==> src/rtl/jtag_tx_arb.sv <==
// jtag_tx_arb: shares the single JTAG serial transmit byte channel between two byte streams.
// Define JTAG_TX_ARB_PKTLOCK_EN to hold the grant per packet (EOP byte or idle timeout).
module jtag_tx_arb #(
   parameter logic [7:0] EOP        = 8'h0a,
   parameter int         TIMEOUT_LG = 16
) (
   input  logic       i_clk,
   input  logic       i_rst_n,
   input  logic       i_a0_stb,
   input  logic [7:0] i_a0_data,
   output logic       o_a0_busy,
   input  logic       i_a1_stb,
   input  logic [7:0] i_a1_data,
   output logic       o_a1_busy,
   output logic       o_tx_stb,
   output logic [7:0] o_tx_data,
   input  logic       i_tx_busy,
   output logic [1:0] o_owner
);

   // Handshake: a byte moves on any cycle where its strobe is high and the
   // matching busy is low (requesters: i_an_stb && !o_an_busy; serializer:
   // o_tx_stb && !i_tx_busy). Data must be stable while the strobe is high.
   logic       ovalid;
   logic [7:0] odata;
   logic       last;
   logic       acc0;
   logic       acc1;
   logic       acc;
   logic [7:0] abyte;

   assign o_tx_stb  = ovalid;
   assign o_tx_data = odata;
   assign acc0      = i_a0_stb && !o_a0_busy;
   assign acc1      = i_a1_stb && !o_a1_busy;
   assign acc       = acc0 || acc1;
   assign abyte     = acc0 ? i_a0_data : i_a1_data;

`ifdef JTAG_TX_ARB_PKTLOCK_EN
   typedef enum logic [1:0] {
      IDLE = 2'b00,
      OWN0 = 2'b01,
      OWN1 = 2'b10
   } state_t;

   state_t                state;
   logic [TIMEOUT_LG-1:0] timer;

   assign o_owner   = state;
   assign o_a0_busy = ovalid || (state == OWN1) || ((state == IDLE) && i_a1_stb && !last);
   assign o_a1_busy = ovalid || (state == OWN0) || ((state == IDLE) && i_a0_stb && last);

   always_ff @(posedge i_clk) begin
      if (!i_rst_n) begin
         state  <= IDLE;
         last   <= 1'b1;
         ovalid <= 1'b0;
         odata  <= 8'hff;
         timer  <= '0;
      end else begin
         if (acc) begin
            ovalid <= 1'b1;
            odata  <= abyte;
         end else if (ovalid && !i_tx_busy) begin
            ovalid <= 1'b0;
         end
         case (state)
            IDLE: begin
               timer <= '0;
               // A lone EOP byte is a complete packet: no ownership taken.
               if (acc && (abyte != EOP)) begin
                  state <= acc0 ? OWN0 : OWN1;
               end else if (acc) begin
                  last <= acc1;
               end
            end
            OWN0, OWN1: begin
               if (acc) begin
                  timer <= '0;
                  if (abyte == EOP) begin
                     state <= IDLE;
                     last  <= (state == OWN1);
                  end
               end else if (&timer) begin
                  state <= IDLE;
                  last  <= (state == OWN1);
                  timer <= '0;
               end else begin
                  timer <= timer + 1'b1;
               end
            end
            default: state <= IDLE;
         endcase
      end
   end
`else
   logic [7:0] unused_cfg;

   // Byte-level round-robin: packet framing parameters play no part here.
   assign unused_cfg = EOP ^ 8'(TIMEOUT_LG);
   assign o_owner    = 2'b00;
   assign o_a0_busy  = ovalid || (i_a1_stb && !last);
   assign o_a1_busy  = ovalid || (i_a0_stb && last);

   always_ff @(posedge i_clk) begin
      if (!i_rst_n) begin
         last   <= 1'b1;
         ovalid <= 1'b0;
         odata  <= 8'hff;
      end else begin
         if (acc) begin
            ovalid <= 1'b1;
            odata  <= abyte;
            last   <= acc1;
         end else if (ovalid && !i_tx_busy) begin
            ovalid <= 1'b0;
         end
      end
   end
`endif

endmodule

==> config.mk <==
export PLATFORM = sky130hd
export DESIGN_NAME = jtag_tx_arb
export DESIGN_NICKNAME = d
export VERILOG_FILES = /design/src/rtl/jtag_tx_arb.sv
export SDC_FILE = /design/constraint.sdc
export NUM_CORES = 1
export LEC_CHECK = 0
export CAP_MARGIN = 30
export CORE_UTILIZATION = 28
export DETAILED_ROUTE_END_ITERATION = 8
export PLACE_DENSITY = 0.64
export SLEW_MARGIN = 20
export SYNTH_ARGS = -nofsm -noshare
export SYNTH_HDL_FRONTEND = slang
export SYNTH_SLANG_ARGS = --single-unit
==> constraint.sdc <==
create_clock -name i_clk -period 3.05 [get_ports i_clk]
set_clock_uncertainty 0.05 [all_clocks]
set_input_delay 0.4575 -clock i_clk [delete_from_list [all_inputs] [get_ports i_clk]]
set_output_delay 0.4575 -clock i_clk [all_outputs]
set_load 0.02 [all_outputs]
==> run_results.csv, run 1 <==
group,metric,value,unit
run_status,status,"complete, but fails checks",
run_status,violations,"design-rule violations",
synthesis,syn_avg_cell_area,10.8,µm²
routing,wl_met3,89,µm
critical_path,endpoint_kind,"primary output",
synthesis,ys_types,17,
routing,wl_per_cell,13.5,µm
timing,max_freq,400,MHz
synthesis,yosysMostFrequentCell,"dfxtp_1",
routing,route.met2.wl,638,µm
place,portBuffers,31,
timing,setup_viol_count_final,0,
synthesis,synth_edf_count,0,
hold_path,worstHoldStart,"o_tx_data[5]",
synthesis,yosys_warnings,0,
clocking,cts_buffers,3,
final_layout,area_growth,66.3,%
clocking,postCtsSetupBuffers,0,
global_routing,grt_usage,0.147,
critical_path,path_common_cell,"clkdlybuf4s50_1",
timing,drv_slew,0,
floorplan,core_area,1580,µm²
critical_path,crit_path_max_fanout,9,
place,place_area,806,µm²
synthesis,syn_area,498,µm²
clocking,htree_levels,1,
critical_path,critical_path_required,2.54,ns
routing,drt-met1-wl,529,µm
synthesis,yosys-top-cells-area,"dfxtp_1 (40%), o221a_1 (18%), nand4b_1 (14%)",
clocking,cts_root_buf,"clkbuf_4",
place,dpl_worst_slack,0.546,ns
hold_path,hold_class,"reg2reg",
critical_path,cp-startpoint,"i_a0_stb",
critical_path,critPathArrivalTime,1.99,ns
routing,first_pass_iters,8,
final_layout,multi_input_area,260,µm²
pwr,leakage,0.300,nW
floorplan,io_pins,34,
clocking,cts_resized,0,
global_routing,grt_pass1_vias,453,
routing,vias,488,
timing,finalHoldViolations,0,
place,hpwl,987,µm
final_layout,fillCellCount,137,
floorplan,die_y,44.2,µm
routing,routed_wl,1270,µm
final_layout,final_layout_size_suffix_gt1_frac,0.103,
timing,setup_ws,0.550,ns
synthesis,yosys.area.top_type,"dfxtp_1",
final_layout,stdcell_area,828,µm²
clocking,cts_buffer_depth,2,
synthesis,synth_top_flop_cell,"dfxtp_1",
clocking,cts_tree,"yes",
floorplan,rows,14,
global_routing,antenna_found_initial,0,
place,place_congestion,0.698,
clocking,path_clk_slew,0.06,ns
global_routing,grt-ovfl-total,0,
critical_path,startpoint_type,"input pin",
pwr,total_power,0.352,mW
pwr,powerDensity,425,nW/µm²
floorplan,die_area,1950,µm²
synthesis,synth_seq_cells,10,
critical_path,crit_path_cell_trace,"clkdlybuf4s50_1, nand2_1, nand2b_1, clkdlybuf4s50_1",
critical_path,worst_path_max_delay_cell,"clkdlybuf4s50_1",
final_layout,diodes,0,
routing,detail-route-antenna-nets,0,
clocking,clk_latency,0.26,ns
clocking,clock-sinks,10,
final_layout,regArea,200,µm²
synthesis,synth_cells,46,
global_routing,grt_max_degree,11,
floorplan,start_util,0.316,
synthesis,synth_common_cells,"dfxtp_1 (10), nand4b_1 (8), o221a_1 (8)",
routing,via_per_inst,5.19,
synthesis,ys_seq_area_frac,0.402,
run,max_cap_viol_count,0,
clocking,holdBufCountCts,0,
synthesis,async_flop_share,0,
routing,drc,2,
timing,fin_crit,2.50,ns
global_routing,grt_pass1_wl,2040,µm
synthesis,yosysTopAreaCellShare,0.402,
routing,drt_iter0_markers,14,
timing,setup_tns,0,ns
pwr,vdd_drop_max,161,µV
critical_path,cpPeakStageDelay,0.60,ns
timing,min_period_over_period,0.820,
final_layout,final_nets,101,
critical_path,crit_type,"in2out",
timing,grt_setup_unrepaired,"no",
routing,highest_layer,"met4",
floorplan,chipWidth,44.2,µm
critical_path,reg2reg_from,"o_tx_stb",
==> path summary, 6_finish.rpt <==
| kind | slack [ns] | cells past startpoint | endpoint |
|---|---|---|---|
| hold / removal | 0.47 | 1 | o_tx_data[5] |
| setup reg to reg | 1.67 | 3 | o_tx_data[1] |
| hold reg to reg | 0.47 | 1 | o_tx_data[5] |
| setup / recovery | 0.55 | 4 | o_a1_busy |
==> placed cells by master, fill, tap and decap left out <==
cell type	n
o221a_1	8
o21ai_0	1
o21ai_2	1
clkdlybuf4s50_1	31
dfxtp_1	10
nor2b_2	1
o21ai_1	1
buf_4	1
nand2_1	2
conb_1	2
nor2_2	1
nand4b_1	8
nand2b_1	3
inv_1	2
o311ai_1	1
clkbuf_4	3
nand3_4	1
and2_1	1
==> critical path, delay by kind of cell <==
family | cells | cell delay [ns]
buffers and inverters | 2 | 1.17
and+or+nand+nor | 2 | 0.36
==> per-stage QoR <==
| step | cells | util | hold slack, ns |
|---|---|---|---|
| floorplan | 47 | - | 0.428 |
| global placement | 91 | 0.511 | 0.453 |
| detailed placement | 91 | 0.511 | 0.460 |
| CTS | 94 | 0.525 | 0.474 |
| global route | 94 | 0.525 | 0.492 |
| finish | 94 | 0.525 | 0.466 |
==> layout make-up <==
class                           instances  share of cell area
Clock buffer                            3              0.0272
Inverter                                2             0.00906
Multi-Input combinational cell         31               0.314
Sequential cell                        10               0.242
Tap cell                               16              0.0242
Timing Repair Buffer                   32               0.384
==> power breakdown <==
| part | internal [mW] | switching, mW |
|---|---|---|
| Sequential | 0.143 | 0.00865 |
| Clock | 0.0455 | 0.0433 |
| Combinational | 0.0629 | 0.0484 |
| Total | 0.252 | 0.100 |
==> layer usage <==
layer,vias to the layer above,global-route usage
met3,2,0.0367
met5,-,0
li1,242,-
met2,17,0.226
met1,227,0.183
met4,0,0.0909
==> sequential cells by signal (all words and copies together), names as in the netlist <==
name / count
o_tx_stb: 1
last: 1
o_tx_data: 8
==> logic make-up after synthesis <==
| family | Yosys count | synth area share |
|---|---|---|
| other | 1 | 0.00753 |
| AOI/OAI and AO/OA | 12 | 0.236 |
| buffers and inverters | 6 | 0.0829 |
| DFF | 10 | 0.402 |
| and+or+nand+nor | 17 | 0.271 |
Power figures use the tool's default switching activity.
==> run 2: changes to the inputs <==
==> constraint.sdc (replaced) <==
create_clock -name i_clk -period 2.4 [get_ports i_clk]
set_clock_uncertainty 0.05 [all_clocks]
set_input_delay 0.36 -clock i_clk [delete_from_list [all_inputs] [get_ports i_clk]]
set_output_delay 0.36 -clock i_clk [all_outputs]
set_load 0.02 [all_outputs]
==> run_results.csv, run 2 (synthesized netlist as in run 1, its figures left out) <==
group,metric,value,unit
run_status,status,"complete, but fails checks",
run_status,violations,"design-rule violations",
final_layout,final_layout_size_suffix_gt1_frac,0.146,
critical_path,critical_path_required,1.99,ns
routing,vias,536,
global_routing,grt_pass1_wl,2260,µm
timing,drv_slew,0,
critical_path,startpoint_type,"input pin",
pwr,combPwrFrac,0.302,
pwr,powerDensity,571,nW/µm²
routing,wl_per_cell,15.0,µm
pwr,vdd_drop_max,318,µV
timing,min_period_over_period,0.852,
pwr,leakage,0.322,nW
clocking,clk_latency,0.26,ns
critical_path,endpoint_kind,"primary output",
clocking,postCtsSetupBuffers,0,
pwr,clockPowerShare,0.305,
timing,setup_ws,0.355,ns
global_routing,grt_busiest_layer,"met2",
final_layout,fillCellCount,148,
timing,max_freq,489,MHz
critical_path,crit_path_max_fanout,2,
clocking,cts_tree,"yes",
timing,fin_hold_ws,0.474,ns
hold_path,hold_class,"reg2reg",
global_routing,grt_max_degree,11,
final_layout,largest_reg_flops,8,
timing,fin_crit,2.05,ns
floorplan,die_y,44.2,µm
clocking,clock-sinks,10,
critical_path,crit_path_cell_trace,"clkdlybuf4s50_1, nand2b_1, nand2b_1, clkdlybuf4s50_1",
floorplan,die_area,1950,µm²
floorplan,start_util,0.316,
routing,via_per_inst,5.47,
global_routing,antenna_found_initial,0,
clocking,holdBufCountCts,0,
clocking,path_clk_slew,0.07,ns
final_layout,layout_commonest_cell,"clkdlybuf4s50_1",
hold_path,hold_depth,1,
pwr,switchingPower,0.135,mW
final_layout,utilization,0.548,
critical_path,crit_type,"in2out",
place,place_congestion,0.757,
global_routing,met1_usage,0.200,
pwr,p_sw_frac,0.273,
timing,finalHoldViolations,0,
clocking,cts_buffer_depth,2,
routing,detail-route-antenna-nets,0,
final_layout,final_cell_mix,"clkdlybuf4s50_1 (31), dfxtp_1 (10), nand4b_1 (8), o221a_1 (8), buf_4 (4)",
clocking,cts_buffers,3,
timing,setup_viol_count_final,0,
global_routing,grt_usage,0.166,
global_routing,grt_pass1_vias,461,
global_routing,met2_usage,0.250,
place,dpl_worst_slack,0.354,ns
timing,grt_setup_unrepaired,"no",
clocking,cts_resized,0,
timing,setup_tns,0,ns
floorplan,core_area,1580,µm²
floorplan,chipWidth,44.2,µm
place,portBuffers,31,
floorplan,rows,14,
critical_path,critPathArrivalTime,1.64,ns
global_routing,grt-ovfl-total,0,
final_layout,diodes,0,
global_routing,grtUsageMet3,0.0939,
final_layout,final_nets,104,
routing,routed_wl,1470,µm
routing,drt_iter0_markers,15,
pwr,p_seq_frac,0.393,
clocking,cts_root_buf,"clkbuf_4",
pwr,p_int,0.358,mW
critical_path,cpPeakStageDelay,0.60,ns
routing,drc,3,
clocking,htree_levels,1,
pwr,total_power,0.493,mW
place,hpwl,1080,µm
critical_path,reg2regPathDepth,3,
floorplan,io_pins,34,
routing,first_pass_iters,6,
critical_path,worst_path_max_delay_cell,"clkdlybuf4s50_1",
run,max_cap_viol_count,0,
final_layout,area_growth,73.6,%
## run 2: cell types whose count changed in the layout (fill, tap and decap cells not counted), sizes merged
cell,before,now
buf,1,4
clkbuf,3,4
## run 2: final timing paths
check	startpoint	end	slack, ns
hold / removal	o_tx_data[0]	o_tx_data[0]	0.47
setup / recovery	i_a1_stb	o_a0_busy	0.35
hold reg to reg	o_tx_data[0]	o_tx_data[0]	0.47
setup reg to reg	o_tx_stb	o_tx_data[4]	1.10
## run 2: metal layers
metal | up-vias | wire, µm
met4 | 0 | 29
met2 | 32 | 679
met3 | 4 | 130
met1 | 251 | 628
li1 | 249 | -
met5 | - | 0
## run 2: through the flow
stage | instance area [µm²] | std cells
after floorplan | 502 | 47
after global placement | 828 | 94
after detailed placement | 828 | 94
after CTS | 865 | 98
after global routing | 865 | 98
final | 865 | 98
## run 2: worst max-delay path: cells and delay by family
family                 cells  cell delay [ns]
AND/OR/NAND/NOR            2             0.20
buffers and inverters      2             1.08
## run 2: power by group through the flow
| stage | Sequential (mW) | Clock, mW | Combinational [mW] |
|---|---|---|---|
| after floorplan | 0.213 | 0 | 0.0530 |
| after global placement | 0.197 | 0 | 0.148 |
| after detailed placement | 0.198 | 0 | 0.149 |
| after CTS | 0.194 | 0.155 | 0.150 |
| after global routing | 0.196 | 0.164 | 0.158 |
| final | 0.194 | 0.150 | 0.149 |
## run 2: layout make-up
type                            instances  area [µm²]  share of cell area
Timing Repair Buffer                   35         340               0.394
Multi-Input combinational cell         31         260               0.301
Sequential cell                        10         200               0.232
Clock buffer                            4        36.3              0.0420
Tap cell                               16        20.0              0.0232
Inverter                                2        7.51             0.00868
==> run 3: changes to the inputs <==
--- a/config.mk
+++ b/config.mk
@@ -9,6 +9,7 @@
 export CORE_UTILIZATION = 28
 export DETAILED_ROUTE_END_ITERATION = 8
 export PLACE_DENSITY = 0.64
+export REMOVE_ABC_BUFFERS = 1
 export SLEW_MARGIN = 20
 export SYNTH_ARGS = -nofsm -noshare
 export SYNTH_HDL_FRONTEND = slang
==> run_results.csv, run 3 (synthesized netlist as in run 1, its figures left out) <==
group,metric,value,unit
final_layout,area_growth,73.6,%
critical_path,crit_type,"in2out",
routing,route.met2.wl,588,µm
final_layout,final_cell_mix,"clkdlybuf4s50_1 (31), dfxtp_1 (10), nand4b_1 (8), o221a_1 (8), buf_4 (4)",
critical_path,critPathArrivalTime,1.64,ns
critical_path,crit_path_cell_trace,"clkdlybuf4s50_1, nand2b_1, nand2b_1, clkdlybuf4s50_1",
clocking,cts_buffer_depth,2,
hold_path,hold_end,"last",
clocking,clk_latency,0.26,ns
pwr,p_int,0.358,mW
routing,drt_iter0_markers,10,
routing,first_pass_iters,8,
clocking,cts_buffers,3,
final_layout,diodes,0,
floorplan,die_y,44.2,µm
place,dpl_worst_slack,0.349,ns
critical_path,startpoint_type,"input pin",
critical_path,rr_endpoint,"o_tx_data[2]",
critical_path,cpPeakStageDelay,0.60,ns
clocking,holdBufCountCts,0,
critical_path,crit_buf_inv,2,
pwr,combPwrFrac,0.297,
pwr,switchingPower,0.139,mW
final_layout,largest_reg_flops,8,
pwr,powerDensity,575,nW/µm²
timing,drv_slew,0,
final_layout,layout_commonest_cell,"clkdlybuf4s50_1",
critical_path,reg2reg_from,"o_tx_stb",
critical_path,worst_path_max_delay_cell,"clkdlybuf4s50_1",
routing,drt-met1-wl,587,µm
critical_path,crit_path_max_fanout,2,
timing,setup_tns,0,ns
timing,setup_ws,0.354,ns
floorplan,rows,14,
hold_path,hold_depth,1,
routing,via_per_inst,5.18,
timing,finalHoldViolations,0,
pwr,leakage,0.322,nW
clocking,cts_resized,0,
pwr,p_sw_frac,0.279,
routing,drc,2,
place,portBuffers,31,
pwr,p_seq_frac,0.388,
global_routing,grt_usage,0.150,
floorplan,start_util,0.316,
routing,wl_per_cell,13.6,µm
timing,max_freq,489,MHz
final_layout,final_nets,104,
final_layout,final_layout_size_suffix_gt1_frac,0.146,
run,max_cap_viol_count,0,
critical_path,endpoint_kind,"primary output",
pwr,vdd_drop_max,287,µV
timing,min_period_over_period,0.852,
run_status,status,"complete, but fails checks",
pwr,clockPowerShare,0.315,
timing,setup_viol_count_final,0,
critical_path,critical_path_required,1.99,ns
place,hpwl,999,µm
pwr,total_power,0.497,mW
critical_path,ff2ff_setup_slack,1.22,ns
place,place_congestion,0.719,
floorplan,chipWidth,44.2,µm
clocking,cts_root_buf,"clkbuf_4",
timing,fin_hold_ws,0.467,ns
clocking,path_clk_slew,0.07,ns
routing,vias,508,
routing,highest_layer,"met3",
floorplan,core_area,1580,µm²
clocking,htree_levels,1,
critical_path,reg2regPathDepth,4,
critical_path,critPathTopFamily,"buffers and inverters",
global_routing,grt_pass1_vias,464,
global_routing,grt_pass1_wl,2110,µm
run_status,violations,"design-rule violations",
hold_path,worstHoldStart,"last",
routing,routed_wl,1330,µm
final_layout,utilization,0.548,
routing,wl_met3,156,µm
clocking,cts_tree,"yes",
global_routing,grt_max_degree,11,
timing,grt_setup_unrepaired,"no",
timing,fin_crit,2.05,ns
clocking,postCtsSetupBuffers,0,
floorplan,io_pins,34,
floorplan,die_area,1950,µm²
global_routing,antenna_found_initial,0,
global_routing,grt-ovfl-total,0,
routing,detail-route-antenna-nets,0,
clocking,clock-sinks,10,
hold_path,hold_class,"reg2reg",
-- run 3: routing by layer --
layer,up-vias,track usage
met5,-,0
met4,0,0.0364
met3,0,0.0694
met2,27,0.238
met1,231,0.186
li1,250,-
-- run 3: stage by stage --
stage | std cells | cell area, µm²
after floorplan | 43 | 468
after global placement | 94 | 828
after detailed placement | 94 | 828
after CTS | 98 | 865
after global routing | 98 | 865
final | 98 | 865
-- run 3: final cells by class --
type	count	area, µm²
repair buffers	35	340
flip-flops and latches	10	200
well taps	16	20.0
fillers	142	712
inverters	2	7.51
multi-input cells	31	260
clock buffers	4	36.3
-- run 3: how the worst max path moves through the flow --
stage / cells past startpoint / startpoint / end / slack [ns]
4_1_cts: 4 / i_a1_stb / o_a0_busy / 0.34
3_5_place_dp: 4 / i_a1_stb / o_a0_busy / 0.35
2_1_floorplan: 3 / o_tx_stb / o_tx_data[0] / 1.10
6_report: 4 / i_a1_stb / o_a0_busy / 0.35
3_3_place_gp: 4 / i_a1_stb / o_a0_busy / 0.35
5_1_grt: 4 / i_a1_stb / o_a0_busy / 0.28
-- run 3: power groups by stage --
| stage | Combinational (mW) | Sequential (mW) | Clock [mW] |
|---|---|---|---|
| after detailed placement | 0.148 | 0.197 | 0 |
| after global routing | 0.157 | 0.195 | 0.171 |
| final | 0.148 | 0.193 | 0.156 |
| after CTS | 0.149 | 0.193 | 0.162 |
| after global placement | 0.148 | 0.196 | 0 |
| after floorplan | 0.0448 | 0.213 | 0 |
